==> src/rtl/approx_adder_pkg.sv <==
// Shared defaults and types for the lower-part OR approximate adder.
package approx_adder_pkg;

    localparam int WIDTH       = 8;
    localparam int APPROX_BITS = 4;

    typedef logic [WIDTH:0] sum_t;

endpackage

==> src/rtl/approx_or_lower.sv <==
// Approximate low part: bitwise OR of the operand LSBs plus the carry prediction
// into the exact upper part. Optional feature macro: APPROX_CARRY_EN.
module approx_or_lower #(
    parameter int APPROX_BITS = approx_adder_pkg::APPROX_BITS
) (
    input  logic [APPROX_BITS-1:0] a,
    input  logic [APPROX_BITS-1:0] b,
    input  logic                   cin,
    output logic [APPROX_BITS-1:0] low,
    output logic                   c
);

    // OR the low bits; Cin can only set bit 0, never ripple
    always_comb begin
        low    = a | b;
        low[0] = a[0] | b[0] | cin;
    end

    // Carry prediction from the top bit of the approximated part
    always_comb begin
`ifdef APPROX_CARRY_EN
        c = a[APPROX_BITS-1] & b[APPROX_BITS-1];
`else
        c = 1'b0;
`endif
    end

endmodule

==> src/rtl/lsb_four_approx_or_adder.sv <==
// Registered lower-part OR approximate adder: {Cout,S} valid one cycle after operands.
// Optional feature macro: APPROX_CARRY_EN (carry prediction into the upper part).
module lsb_four_approx_or_adder #(
    parameter int WIDTH       = approx_adder_pkg::WIDTH,
    parameter int APPROX_BITS = approx_adder_pkg::APPROX_BITS
) (
    input  logic             clk,
    input  logic             rst,
    input  logic             in_valid,
    input  logic [WIDTH-1:0] A,
    input  logic [WIDTH-1:0] B,
    input  logic             Cin,
    output logic             out_valid,
    output logic [WIDTH-1:0] S,
    output logic             Cout
);

    localparam int HI_BITS = WIDTH - APPROX_BITS;

    logic [APPROX_BITS-1:0] low;
    logic                   c;
    logic [HI_BITS:0]       hi_sum;

    approx_or_lower #(
        .APPROX_BITS(APPROX_BITS)
    ) u_lower (
        .a   (A[APPROX_BITS-1:0]),
        .b   (B[APPROX_BITS-1:0]),
        .cin (Cin),
        .low (low),
        .c   (c)
    );

    // Exact ripple add of the upper part, carry-in from the prediction only
    always_comb begin
        hi_sum = {1'b0, A[WIDTH-1:APPROX_BITS]}
               + {1'b0, B[WIDTH-1:APPROX_BITS]}
               + {{HI_BITS{1'b0}}, c};
    end

    // Output registers; result captured every cycle, qualified by out_valid
    always_ff @(posedge clk) begin
        if (rst) begin
            S         <= {WIDTH{1'b0}};
            Cout      <= 1'b0;
            out_valid <= 1'b0;
        end else begin
            S         <= {hi_sum[HI_BITS-1:0], low};
            Cout      <= hi_sum[HI_BITS];
            out_valid <= in_valid;
        end
    end

endmodule

==> config.mk <==
export PLATFORM = sky130hd
export DESIGN_NAME = lsb_four_approx_or_adder
export DESIGN_NICKNAME = d
export VERILOG_FILES = /design/src/rtl/approx_adder_pkg.sv /design/src/rtl/approx_or_lower.sv /design/src/rtl/lsb_four_approx_or_adder.sv
export SDC_FILE = /design/constraint.sdc
export NUM_CORES = 1
export LEC_CHECK = 0
export CAP_MARGIN = 20
export CORE_MARGIN = 1
export CORE_UTILIZATION = 31
export CTS_BUF_LIST = sky130_fd_sc_hd__clkbuf_8 sky130_fd_sc_hd__clkbuf_16
export DETAILED_ROUTE_END_ITERATION = 8
export MAX_ROUTING_LAYER = met4
export PLACE_DENSITY = 0.74
export SLEW_MARGIN = 20
export SYNTH_ARGS = -nofsm -noshare
export SYNTH_HDL_FRONTEND = slang
export SYNTH_SLANG_ARGS = --single-unit
==> constraint.sdc <==
create_clock -name clk -period 1.3 [get_ports clk]
set_clock_uncertainty 0.05 [all_clocks]
set_input_delay 0.195 -clock clk [delete_from_list [all_inputs] [get_ports clk]]
set_output_delay 0.195 -clock clk [all_outputs]
set_load 0.005 [all_outputs]
==> summary.txt <==
Synthesis
  • Cell variety after synth: 13
  • Top-count cell post-synth: dfxtp_1
  • Warnings, synthesis: 0
  • #FFs+latches synth: 10
  • Top cell type's share of synthesized area: 49.4%
  • Post-synth top area cell: dfxtp_1
  • Asr flop ratio synth: 0%
  • Syn Nets: 66
  • EDFF count, synth: 0
  • Ranking of synthesized cells by area: dfxtp_1 (49%), ha_1 (12%), nor2_1 (8.3%)
  • Most frequent cells after synthesis: dfxtp_1 (10), nor2_1 (9), nor2b_1 (5)
  • Post-Syn Instances: slightly above 40
  • Post-synthesis sequential area ratio: approximately half
  • Post-synth top flop: dfxtp_1
  • Post-Syn Area per Cell: slightly below 10 um^2
  • Synth Cell Area: 405 um^2

Critical path
  • Critical Path Max Stage Delay: approximately 500 ps
  • CP arrival: between 1000 and 1500 ps
  • CP cell instances: clkdlybuf4s50_1
  • CP Capture Type: primary output
  • Largest delay share family, worst path: buffers and inverters
  • Critical path launch point type: flop
  • Slowest cell on the critical path: clkdlybuf4s50_1
  • CP Max Fanout: 1
  • Worst path required time: around 1100 ps
  • Worst path bufs/invs: 1
  • WS Path Type: flop to primary output

Routing
  • Drt drc: 0
  • Vias/cell: between 4 and 5
  • DR vias: a little under 400
  • Iter 0 DRT Violations: 0
  • Post-route ant nets: 0
  • Final WL: around 840 um
  • Router iterations before antenna repair: 1
  • Routed wire per std cell: around 9.4 um

Die
  • Die Width: 38.2 um
  • Number of core rows: 12
  • Top-level I/O count: 30
  • Core Area: between 0.001 and 0.0015 mm^2
  • Die ar.: 0.00146 mm^2
  • Die height: 38.2 um
  • Starting Density: 35.1%

Finish
  • Area Overhead vs Synth: 94.8%
  • Final nets: a little over 100
  • Share of cells above drive strength 1: 17.3%
  • # diodes: 0
  • Final Non-Filler Cells: just under 90
  • FILL cells: 100

Timing
  • Fin crit period: around 1300 ps
  • Worst Slack Setup Final: 34.5 ps
  • Period utilization: a little over nine tenths
  • Hold Vio Cnt, Final: 0
  • Finish-stage setup viols: 0
  • Worst-Margin Slew: between 150 and 200 ps
  • Normalized max-slew margin: around 89%
  • RSZ-0062 raised after global routing: no
  • Max-slew violation count: 0
  • Final setup TNS: 0 ps
  • Max Clk Rate: approximately 790 MHz

Hold path
  • WHS Path Cells: 4
  • Worst hold-check path type: primary input to flop
  • Hold path endpoint: S[5]
  • Hold path start: A[5]

Placed design
  • IO Port Bufs: 29
  • GP Congestion: ~0.67
  • Dpl cells: 86
  • HPWL Detailed: 724 um
  • Pre-CTS setup slack: -464 ps

Job
  • Max Cap Viol: 0

Power
  • PwrDens: a little over 1000 mW/mm^2
  • Worst vdd ir: 0.000600 V
  • Final Power: between 800 and 900 uW
  • Lkg Pwr: around 0.00036 uW

Clock tree
  • Clock-pin slew on the worst setup and hold paths: roughly 40 ps
  • Clk buf depth: 2
  • Clock Sinks: 10
  • CTS Root Cell: clkbuf_8
  • Post-CTS Hold Buffers: 0
  • CTS tree: yes
  • Num CTS Buffers: 3
  • H-Tree Depth: 1
  • Setup bufs post-CTS: 0

Global route
  • Number of global-route vias before repair: approximately 360
  • Total Routing Usage GR: between 10% and 20%
  • First-pass GRT wire length: around 1.2 mm
  • GRT Residual Overflow: 0
  • Antenna violations before repair: 0
  • Largest net degree at the start of global routing: 6

Outcome
  • Status: complete, no violations
per-layer routing:
metal  track usage (%)  vias up  share of wire (%)
met5                 -        -                  0
met4              10.7        0                1.2
met3              4.65        2                 16
met2              23.3       24                 45
met1              10.8      164                 38
li1                  -      198                  -
placed cells by master, fill, tap and decap left out, drive strengths merged:
cell	netlist	layout
a21o	1	1
a21oi	2	2
buf	1	3
clkbuf	0	4
clkdlybuf4s15	0	1
clkdlybuf4s50	0	22
dfxtp	10	10
dlygate4sd2	0	3
dlymetal6s2s	0	2
fa	1	1
ha	4	4
inv	4	4
mux2	1	1
nor2	9	9
nor2b	5	5
nor3	2	2
o21ai	1	1
worst max path at each step:
| stage | startpoint | end | slack [ps] | cells past startpoint |
|---|---|---|---|---|
| finish | S[4] | S[4] | 30 | 1 |
| global route | out_valid | out_valid | 0.4 | 1 |
| CTS | A[6] | S[7] | 3 | 4 |
| detailed placement | A[4] | Cout | -460 | 7 |
| global placement | A[4] | Cout | -440 | 7 |
| floorplan | A[5] | S[7] | 70 | 4 |
power by group:
group          internal (uW)  switching (uW)  total [uW]
logic                    126            56.6         183
clock network            200            93.6         294
registers                333            5.08         338
metrics by stage:
step	area [um^2]	hold slack, ps	utilization [%]
2_1_floorplan	405	261	-
3_3_place_gp	728	704	63.0
3_5_place_dp	728	729	63.0
4_1_cts	783	421	67.7
5_1_grt	790	396	68.3
6_report	790	375	68.3
state kept, by name (all words and copies together) (netlist names):
register,flops
out_valid,1
Cout,1
S,8
tightest hold or removal path, stage by stage:
cell and delay [ps]:
clkbuf_2 90, inv_1 80, fa_2 200, nor2_1 40
layout make-up:
cell class / instances / area (um^2) / area share [%]
Clock buffer: 3 / 41.3 / 5.23
Multi-Input combinational cell: 26 / 206 / 26.1
Sequential cell: 10 / 200 / 25.4
Tap cell: 14 / 17.5 / 2.22
Inverter: 4 / 15.0 / 1.90
Timing Repair Buffer: 32 / 309 / 39.1
repair_timing:
item	CTS	global route
resized for setup	9	6
endpoints found under the setup margin	4	2
pin swaps	6	4
hold endpoints to repair	0	0
kinds of logic after synthesis:
family,Yosys count,share of synthesized area [%]
mux,1,2.78
simple gates,16,18.5
fa+ha+maj,5,17.3
flops,10,49.4
buf+inv,5,5.56
compound gates,4,6.48
(Power assumes the default switching activity.)
